==> src/rtl/uart_rx_16x.sv <==
// uart_rx_16x: 16x-oversampling UART receiver, 8 data bits, optional parity bit, 1 stop bit.
// Build option: define UART_RX_PARITY_EN to include the parity state and checker; without it
// every frame is 8N1, parity_en/parity_odd are ignored and parity_err stays low.
// Received bytes are presented with a valid/ready handshake; a frame that completes while an
// unaccepted byte is still held is dropped and flagged through the sticky overrun output.
module uart_rx_16x #(
    parameter int unsigned CLK_DIV = 27
) (
    input  logic       clk,
    input  logic       reset,
    input  logic       rx,
    input  logic       parity_en,
    input  logic       parity_odd,
    input  logic       data_ready,
    output logic [7:0] data,
    output logic       data_valid,
    output logic       parity_err,
    output logic       frame_err,
    output logic       overrun
);

    localparam int unsigned DIV_W  = (CLK_DIV > 1) ? $clog2(CLK_DIV) : 1;
    localparam int unsigned TICK_W = 4;
    localparam int unsigned BIT_W  = 3;
    localparam int unsigned DATA_W = 8;

    // Start bit is confirmed half a bit in; every later sample is one full bit after the last.
    localparam logic [TICK_W-1:0] MID_TICK  = TICK_W'(7);
    localparam logic [TICK_W-1:0] LAST_TICK = TICK_W'(15);
    localparam logic [BIT_W-1:0]  LAST_BIT  = BIT_W'(DATA_W - 1);
    localparam logic [DIV_W-1:0]  DIV_LAST  = DIV_W'(CLK_DIV - 1);

    typedef enum logic [2:0] {
        IDLE   = 3'd0,
        START  = 3'd1,
        DATA   = 3'd2,
`ifdef UART_RX_PARITY_EN
        PARITY = 3'd3,
`endif
        STOP   = 3'd4,
        BREAK  = 3'd5
    } state_t;

    state_t state;
    state_t state_next;

    logic              rx_meta;
    logic              rx_sync;
    logic [1:0]        sync_vld;
    logic              armed;

    logic [DIV_W-1:0]  div_cnt;
    logic              tick_c;
    logic [TICK_W-1:0] tick_cnt;
    logic [BIT_W-1:0]  bit_cnt;
    logic [DATA_W-1:0] shift_reg;

    logic              start_det_c;
    logic              sample_c;
    logic              tick_clr_c;
    logic              tick_inc_c;
    logic              start_ok_c;
    logic              shift_c;
    logic              done_c;
    logic              par_err_c;
    logic              load_c;
    logic              drop_c;
    logic              handshake_c;

`ifdef UART_RX_PARITY_EN
    logic              par_cap_c;
    logic              par_en_q;
    logic              par_odd_q;
    logic              par_bit;
`endif

    // Two-flop synchronizer; armed only after a genuinely sampled high line following reset.
    always_ff @(posedge clk or posedge reset) begin
        if (reset) begin
            rx_meta  <= 1'b1;
            rx_sync  <= 1'b1;
            sync_vld <= 2'b00;
            armed    <= 1'b0;
        end else begin
            rx_meta  <= rx;
            rx_sync  <= rx_meta;
            sync_vld <= {sync_vld[0], 1'b1};
            if (sync_vld[1] && rx_sync) begin
                armed <= 1'b1;
            end
        end
    end

    // Oversample divider: one-clock tick every CLK_DIV clocks.
    always_ff @(posedge clk or posedge reset) begin
        if (reset) begin
            div_cnt <= '0;
        end else if (div_cnt == DIV_LAST) begin
            div_cnt <= '0;
        end else begin
            div_cnt <= div_cnt + DIV_W'(1);
        end
    end

    assign tick_c      = (div_cnt == DIV_LAST);
    assign start_det_c = tick_c && armed && !rx_sync;
    assign sample_c    = tick_c && (tick_cnt == ((state == START) ? MID_TICK : LAST_TICK));

    // FSM state register.
    always_ff @(posedge clk or posedge reset) begin
        if (reset) begin
            state <= IDLE;
        end else begin
            state <= state_next;
        end
    end

    // FSM next-state logic.
    always_comb begin
        state_next = state;
        case (state)
            IDLE: begin
                if (start_det_c) begin
                    state_next = START;
                end
            end
            START: begin
                if (sample_c) begin
                    state_next = rx_sync ? IDLE : DATA;
                end
            end
            DATA: begin
                if (sample_c && (bit_cnt == LAST_BIT)) begin
`ifdef UART_RX_PARITY_EN
                    state_next = par_en_q ? PARITY : STOP;
`else
                    state_next = STOP;
`endif
                end
            end
`ifdef UART_RX_PARITY_EN
            PARITY: begin
                if (sample_c) begin
                    state_next = STOP;
                end
            end
`endif
            STOP: begin
                if (sample_c) begin
                    state_next = rx_sync ? IDLE : BREAK;
                end
            end
            BREAK: begin
                if (rx_sync) begin
                    state_next = IDLE;
                end
            end
            default: begin
                state_next = IDLE;
            end
        endcase
    end

    // FSM output decode: counter control and sample strobes for the datapath.
    always_comb begin
        tick_clr_c = 1'b0;
        tick_inc_c = 1'b0;
        start_ok_c = 1'b0;
        shift_c    = 1'b0;
        done_c     = 1'b0;
`ifdef UART_RX_PARITY_EN
        par_cap_c  = 1'b0;
`endif
        case (state)
            IDLE: begin
                tick_clr_c = start_det_c;
            end
            START: begin
                tick_clr_c = sample_c;
                tick_inc_c = tick_c && !sample_c;
                start_ok_c = sample_c && !rx_sync;
            end
            DATA: begin
                tick_clr_c = sample_c;
                tick_inc_c = tick_c && !sample_c;
                shift_c    = sample_c;
            end
`ifdef UART_RX_PARITY_EN
            PARITY: begin
                tick_clr_c = sample_c;
                tick_inc_c = tick_c && !sample_c;
                par_cap_c  = sample_c;
            end
`endif
            STOP: begin
                tick_clr_c = sample_c;
                tick_inc_c = tick_c && !sample_c;
                done_c     = sample_c;
            end
            default: begin
                tick_clr_c = 1'b0;
            end
        endcase
    end

    // Tick counter times the position inside the current bit.
    always_ff @(posedge clk or posedge reset) begin
        if (reset) begin
            tick_cnt <= '0;
        end else if (tick_clr_c) begin
            tick_cnt <= '0;
        end else if (tick_inc_c) begin
            tick_cnt <= tick_cnt + TICK_W'(1);
        end
    end

    // Bit counter and LSB-first shift register for the data bits.
    always_ff @(posedge clk or posedge reset) begin
        if (reset) begin
            bit_cnt   <= '0;
            shift_reg <= '0;
        end else begin
            if (start_ok_c) begin
                bit_cnt <= '0;
            end else if (shift_c) begin
                bit_cnt <= bit_cnt + BIT_W'(1);
            end
            if (shift_c) begin
                shift_reg <= {rx_sync, shift_reg[DATA_W-1:1]};
            end
        end
    end

`ifdef UART_RX_PARITY_EN
    // Parity mode is frozen when the start bit is confirmed; parity bit captured mid-bit.
    always_ff @(posedge clk or posedge reset) begin
        if (reset) begin
            par_en_q  <= 1'b0;
            par_odd_q <= 1'b0;
            par_bit   <= 1'b0;
        end else begin
            if (start_ok_c) begin
                par_en_q  <= parity_en;
                par_odd_q <= parity_odd;
            end
            if (par_cap_c) begin
                par_bit <= rx_sync;
            end
        end
    end

    assign par_err_c = par_en_q && (((^shift_reg) ^ par_bit) != par_odd_q);
`else
    logic unused_parity;
    assign unused_parity = parity_en ^ parity_odd;
    assign par_err_c     = 1'b0;
`endif

    assign handshake_c = data_valid && data_ready;
    assign load_c      = done_c && (!data_valid || data_ready);
    assign drop_c      = done_c && data_valid && !data_ready;

    // Output holding register with valid/ready handshake and sticky overrun.
    always_ff @(posedge clk or posedge reset) begin
        if (reset) begin
            data       <= '0;
            data_valid <= 1'b0;
            parity_err <= 1'b0;
            frame_err  <= 1'b0;
            overrun    <= 1'b0;
        end else begin
            if (load_c) begin
                data       <= shift_reg;
                parity_err <= par_err_c;
                frame_err  <= !rx_sync;
                data_valid <= 1'b1;
            end else if (handshake_c) begin
                data_valid <= 1'b0;
            end
            if (drop_c) begin
                overrun <= 1'b1;
            end else if (handshake_c) begin
                overrun <= 1'b0;
            end
        end
    end

endmodule
==> config.mk <==
export PLATFORM = sky130hd
export DESIGN_NAME = uart_rx_16x
export DESIGN_NICKNAME = d
export VERILOG_FILES = /design/src/rtl/uart_rx_16x.sv
export SDC_FILE = /design/constraint.sdc
export NUM_CORES = 1
export LEC_CHECK = 0
export CAP_MARGIN = 10
export CELL_PAD_IN_SITES_DETAIL_PLACEMENT = 0
export CELL_PAD_IN_SITES_GLOBAL_PLACEMENT = 1
export CORE_ASPECT_RATIO = 1.75
export CORE_MARGIN = 2
export CORE_UTILIZATION = 48
export DETAILED_ROUTE_END_ITERATION = 12
export HOLD_SLACK_MARGIN = 0.03
export PLACE_DENSITY = 0.91
export SYNTH_ARGS = -nofsm -noshare
export SYNTH_HDL_FRONTEND = slang
export SYNTH_SLANG_ARGS = --single-unit
==> constraint.sdc <==
create_clock -name clk -period 4.7 [get_ports clk]
set_input_delay 0.94 -clock clk [delete_from_list [all_inputs] [get_ports clk]]
set_output_delay 0.94 -clock clk [all_outputs]
set_load 0.02 [all_outputs]
== Word level (Yosys, flattened, before mapping) ==
Index checks and enable logic that the tools add are counted.
Word-level totals
  register bits: 39
  latch bits: 0
  RAM bits: 0
  ROM bits: 0
  bits of input ports: 6
  output and inout port bits: 12
  word-level logic and storage cells: 73
  memories kept: 0
Operators by class
  add/sub/neg operators: 3
  $mul: 0
  div/mod/pow operators: 0
  order comparisons: 0
  eq/ne operators: 12
  shift operators: 0
  multiplexer cells: 22
  bitwise operators: 0
  reductions and logical operators: 23
Operators by type and width (number)
  two-way mux 3 bit: 8
  case mux 3 bit (5 select lines): 1
  two-way mux 4 bit: 3
  logical AND 1 bit: 11
  inequality test 2 bit, second input constant: 5
  == test 3 bit, second input constant: 3
  nonzero test 2 bit: 4
  two-way mux 1 bit: 7
  adder 5 x 1 -> 5 bit, second input constant: 1
  == test 5 bit, second input constant: 1
  two-way mux 5 bit: 1
  AND reduction 5 bit: 1
  adder 4 x 1 -> 4 bit, second input constant: 1
  == test 4 bit: 1
  logical NOT 1 bit: 4
  adder 3 x 1 -> 3 bit, second input constant: 1
  == test 3 x 1 -> 1 bit, second input constant: 1
  == test 3 x 2 -> 1 bit, second input constant: 1
  logical NOT 3 bit: 1
  OR reduction 3 bit: 1
  two-way mux 2 bit: 1
  case mux 1 bit (2 select lines): 1
  logical OR 1 bit: 1

== Logic depth before layout (Yosys ltp) ==
  depth after elaboration: 9
  gate-level depth with buffers: 8
  depth with buffers taken out: 6

== Least setup slack after synthesis ==
Ideal clock, no wire load.
  path kind: register -> register
  start point: reg div_cnt[0]
  end point: reg shift_reg[0]
  library setup time: 0.125 ns
  arrival: 1.706 ns
  setup slack: 2.870 ns
  stages on the path, launching flop included: 8
  buffers on the path: 2
  path through: dfrtp_1 > inv_1 > ha_1 > and4b_1 > buf_2 > nand3_1 > buf_2 > mux2_2
Between the ends
  cells in the longest elaborated chain, start to end: 3
Ends and longest elaborated chain
  start, declared: RTL line 52  | logic [DIV_W-1:0] div_cnt;
  start signal, assigned: RTL line 101  | div_cnt <= div_cnt + DIV_W'(1);
  == test 5 bit: RTL line 105  | assign tick_c = (div_cnt == DIV_LAST);
  logical AND 1 bit: RTL line 107  | assign sample_c = tick_c && (tick_cnt == ((state == START) ? MID_TICK : LAST_TICK));
  two-way mux 1 bit: RTL line 174  | case (state)
  end signal, assigned: RTL line 229  | shift_reg <= {rx_sync, shift_reg[DATA_W-1:1]};
  end, declared: RTL line 56  | logic [DATA_W-1:0] shift_reg;
Every way passes these cells.
A chain may end at the register's enable or synchronous reset.

== Worst setup path in the final report ==
  start point: reg div_cnt[0]
  end point: reg shift_reg[7]
The elaborated chain is that of the path after synthesis.

==> summary.md <==
| Metric | Value |
|---|---|
| Status | completed |
| First-pass GRT wire length | 5840 um |
| WHS | 0.357 ns |
| Async SR Flop Fraction | 100% |
| Die X | 50.7 um |
| Critical path capture point type | flop |
| Worst slew margin | 46.5% |
| Layout cell share with drive strength beyond 1 | 17.8% |
| Drt wl/cell | 15.4 um |
| Placed insts | 207 |
| Data arrival, critical path | 2.50 ns |
| Startpoint types | flop |
| Final hold vios | 0 |
| ANT nets after route | 0 |
| Highest-count cells in the layout ignoring fill and taps | dfrtp_1 (37), mux2_2 (17), clkdlybuf4s50_1 (14) |
| Die Y | 85.7 um |
| Remaining DRCs | 0 |
| Via count | 1239 |
| Vias per inst | 5.76 |
| Slew Limit Fails | 0 |
| Hold Path Class | reg2reg |
| Drt first pass iters | 4 |
| Cell Pwr Density | 277 nW/um2 |
| Post-synth top area share | 50.6% |
| Net count after synthesis | 165 |
| Ant diodes | 0 |
| Commonest non-fill, non-tap cell in the layout | dfrtp_1 |
| Fmax | 0.427 GHz |
| Largest net degree at the start of global routing | 40 |
| # IOs | 18 |
| Die ar. | 4340 um2 |
| Port Buffer Count | 14 |
| Post_cts resized | 0 |
| Hold Buf Count CTS | 0 |
| Skew final | 0.00671 ns |
| Critical Path RT | 4.86 ns |
| Critical Path Slowest Stage Cell | nand3_1 |
| Total congestion overflow | 0 |
| Cell taking the most area after synthesis | dfrtp_1 |
| Final net count | 179 |
| RSZ-0062 raised after global routing | false |
| Leak pwr | 0.944 nW |
| Tcrit/Tclk final | 49.8% |
| CTS tree | yes |
| Clock Sinks | 39 |
| Slowest cell delay on critical path | 0.58 ns |
| Routed WL | 3300 um |
| Synth area leaders | dfrtp_1 (51%), mux2_2 (10%), ha_1 (3.4%), dfstp_2 (2.9%), o21ai_0 (2.5%) |
| Core ar. | 3630 um2 |
| Initial core utilization | 50.4% |
| Worst-Margin Slew | 0.800 ns |
| Worst skew pair latency | 0.28 ns |
| Predominant post-synthesis flop cell | dfrtp_1 |
| GPL Wtd Cong | 0.908 |
| Post-synthesis sequential area ratio | 53.5% |
| Final min period | 2.34 ns |
| Clock buffer count from CTS | 5 |
| VDD IR max | 0.307 mV |
| Antenna violations before repair | 0 |
| Setup TNS | 0 ns |
| Mean post-synth cell area | 11.9 um2 |
| Netlist cell types | 45 |
| Depth of the CTS H-tree | 2 |
| Post-Synthesis Cell Area | 1830 um2 |
| CTS clock-pin slew for the worst setup and hold paths | 0.07 ns |
| Fillers | 311 |
| Worst Path Max Fanout | 14 |
| Max clock buf depth | 2 |
| Setup Fix Bufs, Post-CTS | 0 |
| Post-synth EDFFs | 0 |
| Number of global-route vias before repair | 1337 |
| Area Growth Syn to Fin | 12.6% |
| Yosys reg bits | 39 |
| Ordered list of cells on the worst path | inv_1, ha_1, and4b_1, nand3_1, mux2_2 |
| Row Count | 29 |
| Setup CP Type | reg2reg |
| Post-route insts no fill | 215 |
| DRT iter0 DRCs | 19 |
| Gate Count Post-Synth | 154 |
| Synthesis Warnings | 0 |
| Setup violations, final | 0 |
| Root buffer cell | clkbuf_8 |
| GRT Total Usage | 18.0% |
| DP Wirelength | 2450 um |
| Fin util | 56.8% |
| # Max-Cap Violations | 0 |
worst paths after layout:
path | from | to | slack, ns | cells after the start
max | div_cnt[0]$_DFF_PP0_ | shift_reg[7]$_DFFE_PP0P_ | 2.36 | 5
min | sync_vld[0]$_DFF_PP0_ | sync_vld[1]$_DFF_PP0_ | 0.36 | 0
max reg2reg | div_cnt[0]$_DFF_PP0_ | shift_reg[7]$_DFFE_PP0P_ | 2.36 | 5
min reg2reg | sync_vld[0]$_DFF_PP0_ | sync_vld[1]$_DFF_PP0_ | 0.36 | 0
max in group asynchronous | reset | rx_meta$_DFF_PP1_ | 3.28 | 3
min in group asynchronous | reset | shift_reg[5]$_DFFE_PP0P_ | 1.06 | 3
layer usage:
| metal | track usage [%] | part of all wire [%] |
|---|---|---|
| met1 | 18.4 | 37 |
| met2 | 33.1 | 59 |
| met3 | 2.96 | 1.5 |
| met4 | 10.3 | 2.4 |
| met5 | 0 | 0 |
critical path: cells and delay by family, from the launching register on:
family	cells	cell delay, ns
multiplexers	1	0.47
AND/OR/NAND/NOR	2	1.09
buffers and inverters	1	0.07
adder cells (fa/ha/maj)	1	0.18
flip-flops	1	0.41
kinds of logic after synthesis:
logic type	synth area share, %
other	0.411
AND/OR/NAND/NOR	12.7
AO/OA/AOI/OAI	10.6
XOR/XNOR	2.39
multiplexers	12.3
buffers and inverters	4.72
adder cells (fa/ha/maj)	3.42
flip-flops	53.5
cell usage after synthesis, drive strengths merged, types with 2 or more instances:
cell    instances
dfstp           2
ha              5
and3            2
and4b           2
o22ai           3
conb            2
nand2           5
o21ai           9
inv             8
mux2i           3
dfrtp          37
xor2            4
nand3           7
nor2            9
buf             6
nor3b           4
clkbuf          2
a21oi           7
mux2           17
cell type report:
type / count / area (um2) / area share [%]
sequential: 39 / 978 / 47.5
multi-input combinational: 99 / 764 / 37.1
tap: 46 / 57.6 / 2.79
clock inverter: 1 / 5.00 / 0.243
inverter: 8 / 30.0 / 1.46
clock buffer: 7 / 76.3 / 3.71
timing repair buffer: 15 / 148 / 7.17
per-stage QoR:
stage               cell area, um2  total power [mW]  setup slack (ns)
global placement              1980             0.366              2.45
detailed placement            1980             0.367              2.36
floorplan                     1830             0.361              2.87
finish                        2060             0.570              2.36
CTS                           2060             0.579              2.35
global route                  2060             0.594              2.16
where the power goes:
part / total, mW / switching, mW / internal, mW / leakage [nW]
Clock: 0.210 / 0.106 / 0.104 / 0.0422
Combinational: 0.0177 / 0.0110 / 0.00664 / 0.397
Sequential: 0.342 / 0.00313 / 0.339 / 0.504
Note: power is estimated with default switching activity, not from simulation.
